## config.mk

```make
export PLATFORM = sky130hd
export DESIGN_NAME = hm01b0_frame_packetizer
export DESIGN_NICKNAME = d
export VERILOG_FILES = /design/src/rtl/hm01b0_frame_packetizer.sv
export SDC_FILE = /design/constraint.sdc
export NUM_CORES = 1
export LEC_CHECK = 0
export ABC_AREA = 0
export BUFFER_PORTS_ARGS = -buffer_cell sky130_fd_sc_hd__buf_2
export CAP_MARGIN = 20
export CELL_PAD_IN_SITES_DETAIL_PLACEMENT = 1
export CELL_PAD_IN_SITES_GLOBAL_PLACEMENT = 2
export CORE_ASPECT_RATIO = 1.25
export CORE_UTILIZATION = 38
export DETAILED_ROUTE_END_ITERATION = 10
export PLACE_DENSITY = 0.76
export SLEW_MARGIN = 20
export SYNTH_ARGS = -nofsm -noshare
export SYNTH_HDL_FRONTEND = slang
export SYNTH_SLANG_ARGS = --single-unit
```

## constraint.sdc

```tcl
create_clock -name clock -period 2.5 [get_ports clock]
set_input_delay 0.5 -clock clock [delete_from_list [all_inputs] [get_ports clock]]
set_output_delay 0.5 -clock clock [all_outputs]
set_load 0.01 [all_outputs]
```

## src/rtl/hm01b0_frame_packetizer.sv

```systemverilog
// Frames HM01B0 pixel bytes into a byte stream for the SPRAM UART buffer:
// 3-byte header (SYNC0, SYNC1, frame_count), pixels, 2-byte trailer
// (checksum, status).
// Ports:
//   clock, reset_n        - system clock, async active-low reset
//   pix_data/pix_valid    - pixel byte and its one-cycle strobe
//   line_valid            - camera LVLD, synchronised
//   frame_valid           - camera FVLD, synchronised
//   enable                - capture enable, sampled at frame start only
//   data_out/_valid       - byte stream to the buffer, one byte per cycle max
//   frame_count           - frames emitted, mod 256
//   frame_error           - status of last emitted trailer was non-zero
//   busy                  - block is not idle
module hm01b0_frame_packetizer #(
    parameter int unsigned FRAME_WIDTH  = 324,
    parameter int unsigned FRAME_HEIGHT = 244,
    parameter logic [7:0]  SYNC0        = 8'hA5,
    parameter logic [7:0]  SYNC1        = 8'h5A
) (
    input  logic       clock,
    input  logic       reset_n,
    input  logic [7:0] pix_data,
    input  logic       pix_valid,
    input  logic       line_valid,
    input  logic       frame_valid,
    input  logic       enable,
    output logic [7:0] data_out,
    output logic       data_out_valid,
    output logic [7:0] frame_count,
    output logic       frame_error,
    output logic       busy
);

    localparam int unsigned CNT_W   = 12;
    localparam int unsigned PHASE_W = 2;

    localparam logic [CNT_W-1:0] COL_LIMIT = CNT_W'(FRAME_WIDTH);
    localparam logic [CNT_W-1:0] ROW_LIMIT = CNT_W'(FRAME_HEIGHT);
    localparam logic [CNT_W-1:0] CNT_MAX   = '1;

    typedef enum logic [2:0] {
        S_IDLE,
        S_SKIP,
        S_HEADER,
        S_PIXELS,
        S_TRAILER
    } state_t;

    state_t             state, state_nxt;
    logic [PHASE_W-1:0] phase, phase_nxt;
    logic               fv_q, lv_q;
    logic               fv_fell, fv_fell_nxt;
    logic               overrun, overrun_nxt;
    logic               col_err, col_err_nxt;
    logic               row_ovf, row_ovf_nxt;
    logic [CNT_W-1:0]   row, row_nxt;
    logic [CNT_W-1:0]   col, col_nxt;
    logic [7:0]         checksum, checksum_nxt;
    logic [7:0]         dout_nxt;
    logic               dvalid_nxt;
    logic [7:0]         fcount_nxt;
    logic               ferr_nxt;

    logic       fv_rise_c, fv_fall_c, lv_fall_c;
    logic       row_err_c;
    logic [7:0] status_c;

    // Edge detection against the registered strobes
    assign fv_rise_c = frame_valid & ~fv_q;
    assign fv_fall_c = ~frame_valid & fv_q;
    assign lv_fall_c = ~line_valid & lv_q;

    // Pixels landing beyond the last row also flag the row error
    assign row_err_c = (row != ROW_LIMIT) | row_ovf;
    assign status_c  = {row_err_c, col_err, overrun, 5'b0};

    // Next-state and next-output logic
    always_comb begin
        state_nxt    = state;
        phase_nxt    = phase;
        fv_fell_nxt  = fv_fell;
        overrun_nxt  = overrun;
        col_err_nxt  = col_err;
        row_ovf_nxt  = row_ovf;
        row_nxt      = row;
        col_nxt      = col;
        checksum_nxt = checksum;
        dout_nxt     = data_out;
        dvalid_nxt   = 1'b0;
        fcount_nxt   = frame_count;
        ferr_nxt     = frame_error;

        case (state)
            S_IDLE: begin
                if (fv_rise_c) begin
                    state_nxt = enable ? S_HEADER : S_SKIP;
                    phase_nxt = '0;
                end
            end

            S_SKIP: begin
                if (fv_fall_c) begin
                    state_nxt = S_IDLE;
                end
            end

            S_HEADER: begin
                dvalid_nxt = 1'b1;
                case (phase)
                    PHASE_W'(0): dout_nxt = SYNC0;
                    PHASE_W'(1): dout_nxt = SYNC1;
                    default:     dout_nxt = frame_count;
                endcase
                if (pix_valid) begin
                    overrun_nxt = 1'b1;
                end
                if (fv_fall_c) begin
                    fv_fell_nxt = 1'b1;
                end
                if (phase == PHASE_W'(2)) begin
                    // A frame that ended during the header goes straight to the trailer
                    state_nxt   = (fv_fell || fv_fall_c) ? S_TRAILER : S_PIXELS;
                    phase_nxt   = '0;
                    fv_fell_nxt = 1'b0;
                end else begin
                    phase_nxt = phase + PHASE_W'(1);
                end
            end

            S_PIXELS: begin
                if (pix_valid && line_valid) begin
                    if (col != CNT_MAX) begin
                        col_nxt = col + CNT_W'(1);
                    end
                    if (col >= COL_LIMIT) begin
                        col_err_nxt = 1'b1;
                    end
                    if (row >= ROW_LIMIT) begin
                        row_ovf_nxt = 1'b1;
                    end
                    if ((col < COL_LIMIT) && (row < ROW_LIMIT)) begin
                        checksum_nxt = checksum + pix_data;
                        dout_nxt     = pix_data;
                        dvalid_nxt   = 1'b1;
                    end
                end
                // Accept needs line_valid high, so it never coincides with lv_fall
                if (lv_fall_c) begin
                    if (col != COL_LIMIT) begin
                        col_err_nxt = 1'b1;
                    end
                    if (row != CNT_MAX) begin
                        row_nxt = row + CNT_W'(1);
                    end
                    col_nxt = '0;
                end
                if (fv_fall_c) begin
                    state_nxt = S_TRAILER;
                    phase_nxt = '0;
                end
            end

            S_TRAILER: begin
                dvalid_nxt = 1'b1;
                if (phase == PHASE_W'(0)) begin
                    dout_nxt  = checksum;
                    phase_nxt = PHASE_W'(1);
                end else begin
                    dout_nxt     = status_c;
                    ferr_nxt     = |status_c;
                    fcount_nxt   = frame_count + 8'd1;
                    checksum_nxt = '0;
                    row_nxt      = '0;
                    col_nxt      = '0;
                    overrun_nxt  = 1'b0;
                    col_err_nxt  = 1'b0;
                    row_ovf_nxt  = 1'b0;
                    phase_nxt    = '0;
                    // frame_valid high here means a frame began during the trailer
                    state_nxt    = frame_valid ? S_SKIP : S_IDLE;
                end
            end

            default: begin
                state_nxt = S_IDLE;
                phase_nxt = '0;
            end
        endcase
    end

    // State, datapath and registered outputs
    always_ff @(posedge clock or negedge reset_n) begin
        if (!reset_n) begin
            state          <= S_IDLE;
            phase          <= '0;
            fv_q           <= 1'b1;
            lv_q           <= 1'b1;
            fv_fell        <= 1'b0;
            overrun        <= 1'b0;
            col_err        <= 1'b0;
            row_ovf        <= 1'b0;
            row            <= '0;
            col            <= '0;
            checksum       <= '0;
            data_out       <= '0;
            data_out_valid <= 1'b0;
            frame_count    <= '0;
            frame_error    <= 1'b0;
            busy           <= 1'b0;
        end else begin
            state          <= state_nxt;
            phase          <= phase_nxt;
            fv_q           <= frame_valid;
            lv_q           <= line_valid;
            fv_fell        <= fv_fell_nxt;
            overrun        <= overrun_nxt;
            col_err        <= col_err_nxt;
            row_ovf        <= row_ovf_nxt;
            row            <= row_nxt;
            col            <= col_nxt;
            checksum       <= checksum_nxt;
            data_out       <= dout_nxt;
            data_out_valid <= dvalid_nxt;
            frame_count    <= fcount_nxt;
            frame_error    <= ferr_nxt;
            busy           <= (state_nxt != S_IDLE);
        end
    end

endmodule

```

==> qor.csv <==
stage;metric;value;unit
status;status;complete, no violations;
sta;Post-Route Setup TNS;0;ns
worst_setup_path;FF-to-FF Start;checksum[0];
sta;unrepaired setup endpoints after global routing;no;
yosys;Synth Register Bits;62;
yosys;Mapped Nets;403;
routing;via count;2971;
yosys;Yosys cell types;69;
yosys;share of the synthesized area in the top cell type;0.409;
worst_setup_path;Worst R2R Path Depth;7;
layout;Final Cell Area;0.00428;sq mm
pwr;Switching Fraction;0.372;
pwr;P_sw;1.64;mW
sta;final setup margin;0.387;ns
clock_tree;Reg clk slew, reported paths;0.06;ns
routing;post-route ant nets;0;
routing;TritonRoute pass-1 iters;4;
yosys;Post-synth top cells;dfrtp_1, nand2_1, nor2_1, a21oi_1, o21ai_0;
clock_tree;deepest clock path buffer count;2;
grt;total gr overflow;0;
pwr;Comb pwr share;0.352;
sta;Least-Margin Pin Slew;0.557;ns
grt;initial antenna violation count;0;
layout;area grow syn2layout;16.4;%
worst_setup_path;sum of buffers and inverters on the critical path;0;
yosys;number of synthesis warnings;0;
floorplan;I/O Pins;33;
worst_setup_path;FF-to-FF End;checksum[6];
worst_setup_path;highest cell delay on the worst timing path;0.41;ns
routing;DRT iter0 DRCs;102;
grt;first-pass GRT wire length;16.7;mm
floorplan;Initial Util;0.396;
yosys;ys async rst share;1.00;
worst_setup_path;crit start category;register;
clock_tree;clock root cell;clkbuf_16;
place;dpl hpwl;7.17;mm
pwr;clock share of power;0.289;
sta;WHS;0.191;ns
yosys;Yosys top cell by area;dfrtp_1;
worst_setup_path;Req. time, crit path;2.71;ns
worst_setup_path;reg-to-reg setup timing slack;0.39;ns
place;pre-CTS WS;0.166;ns
worst_setup_path;crit-path max FO;3;
pwr;leakage power;1.87;nW
layout;Final #Nets;445;
worst_setup_path;delay-heaviest family, CP;compound AO/OA/AOI/OAI gates;
floorplan;Core Box Area;0.00927;sq mm
clock_tree;TritonCTS clock tree;built;
clock_tree;post_cts resized;0;
clock_tree;H-tree lvl count;3;
clock_tree;clk_lat worst skew;0.33;ns
worst_setup_path;WS Path Type;register to register;
yosys;Post-Syn Area;0.00367;sq mm
pwr;PwrDens;1030;mW/mm^2
yosys;Seq/Total Area, Yosys;0.423;
sta;Worst slew margin;0.628;
layout;# diodes;0;
yosys;largest cells by area after synthesis;dfrtp_1, xnor2_1, nand2_1;
yosys;Main synth FF type;dfrtp_1;
sta;Tmin final;2.11;ns
worst_setup_path;CP max stage cell;fa_1;
worst_setup_path;CP endpoint kind;register;
sta;Final setup viols;0;
floorplan;Die Width;90.0;microns
routing;DRC Markers;0;
routing;wire per inst;17.7;microns
clock_tree;Post-CTS Repair Setup Buffers;0;
place;DP Area;0.00398;sq mm
clock_tree;# hold bufs at CTS;0;
floorplan;die area;0.0101;sq mm
sta;clock skew;0.00445;ns
pwr;Max VDD drop;425;uV
clock_tree;Num CTS Buffers;9;
yosys;Mapped Avg Cell Area;9.77;sq um
floorplan;FP Rows;39;
floorplan;Die Ht;112;microns
clock_tree;Sink Count;62;
yosys;post-synthesis cell count;376;
worst_hold_path;Worst Hold Class;primary input to async pin;
grt;number of global-route vias before repair;3245;
grt;largest net degree at the start of global routing;34;
job;max-cap violations;0;
sta;fin. max-slew vios;0;
grt;GRT Total Usage;0.213;
sta;maximum clock rate;0.473;GHz
worst_setup_path;Cell Chain, Critical Path;ha_1, fa_1, a21o_1, a311o_1, a21oi_1, xor2_1, mux2i_1;
pwr;share of power burned in registers;0.358;
layout;share of cells above drive strength 1;0.201;
worst_setup_path;critical path data arrival time;2.32;ns
yosys;Post-synth EDFFs;0;
routing;drt via density;5.44;
sta;Final Hold Fails;0;
sta;Tcrit/Tclk final;0.845;
routing;Routed WL;9.64;mm
place;Port Buf Inserts;32;
pwr;cell-internal power;2.77;mW
yosys;most common cell in the netlist;dfrtp_1;
place;gpl congestion;0.759;
power groups by stage:
stage	sequential (mW)	combinational [mW]	clock, mW
final	1.58	1.55	1.28
after global routing	1.63	1.76	1.33
after CTS	1.59	1.59	1.30
after detailed placement	1.60	1.57	0
after global placement	1.59	1.53	0
after floorplan	1.52	1.14	0
layout by cell type, fill, tap and decap left out, types with 6 or more instances in the layout:
cell type / synthesis / routed
buf_2: 3 / 32
ha_1: 12 / 12
nor2_1: 39 / 39
a21oi_1: 21 / 21
o21ai_0: 21 / 21
nand2b_1: 6 / 6
xnor2_1: 19 / 19
nand4_1: 8 / 8
dfrtp_1: 60 / 60
nand3_1: 13 / 13
clkbuf_16: 0 / 9
nand2_1: 44 / 44
nor3_1: 14 / 14
a221oi_1: 7 / 7
xor2_1: 6 / 6
buf_4: 2 / 13
registers in the layout, summed over array words and instances, names as in the netlist:
register	count
lv_q	1
busy	1
frame_error	1
phase	2
fv_q	1
col	12
state	3
data_out_valid	1
row	12
overrun	1
data_out	8
checksum	8
frame_count	8
col_err	1
row_ovf	1
fv_fell	1
metrics by stage:
stage | power [mW] | instances | utilization
5_1_grt | 4.72 | 546 | 0.462
3_3_place_gp | 3.12 | 530 | 0.429
2_1_floorplan | 2.66 | 376 | -
6_report | 4.41 | 546 | 0.462
3_5_place_dp | 3.17 | 530 | 0.429
4_1_cts | 4.48 | 546 | 0.462
cell families after synthesis:
| logic type | Yosys count | share of synthesized area |
|---|---|---|
| fa+ha+maj | 13 | 0.0463 |
| compound gates | 87 | 0.168 |
| buf+inv | 19 | 0.0347 |
| mux | 5 | 0.0140 |
| xor+xnor | 25 | 0.0596 |
| simple gates | 165 | 0.254 |
| flops | 62 | 0.423 |
metal layers:
metal | part of all wire | track usage | up-vias | routed length (microns)
met3 | 0.022 | 0.0383 | 14 | 210
met1 | 0.42 | 0.241 | 1471 | 4030
met2 | 0.54 | 0.392 | 37 | 5200
met5 | 0 | 0 | - | 0
li1 | - | - | 1449 | -
met4 | 0.021 | 0.0892 | 0 | 203
area by class of cell:
cell class / instances / area, sq um
Sequential cell: 62 / 1550
Clock inverter: 4 / 45.0
Timing Repair Buffer: 45 / 258
Multi-Input combinational cell: 295 / 1990
Clock buffer: 12 / 256
Fill cell: 1064 / 4990
Tap cell: 123 / 154
Inverter: 5 / 18.8
worst reg2reg max path, delay by kind of cell, from the launching register on:
| kind | cells | cell delay, ns |
|---|---|---|
| multiplexers | 1 | 0.09 |
| adder cells (fa/ha/maj) | 2 | 0.64 |
| XOR/XNOR | 1 | 0.16 |
| AO/OA/AOI/OAI | 3 | 0.70 |
| flip-flops | 1 | 0.40 |
worst max path at each step:
stage,endpoint,depth (start not counted),start,slack (ns)
2_1_floorplan,checksum[6],7,pix_data[0],0.37
3_3_place_gp,checksum[6],8,pix_data[0],0.18
3_5_place_dp,checksum[6],8,pix_data[0],0.17
4_1_cts,data_out[1],5,state[2],0.37
5_1_grt,data_out[7],5,state[2],0.25
6_report,checksum[6],7,checksum[0],0.39
(Power assumes the default switching activity.)
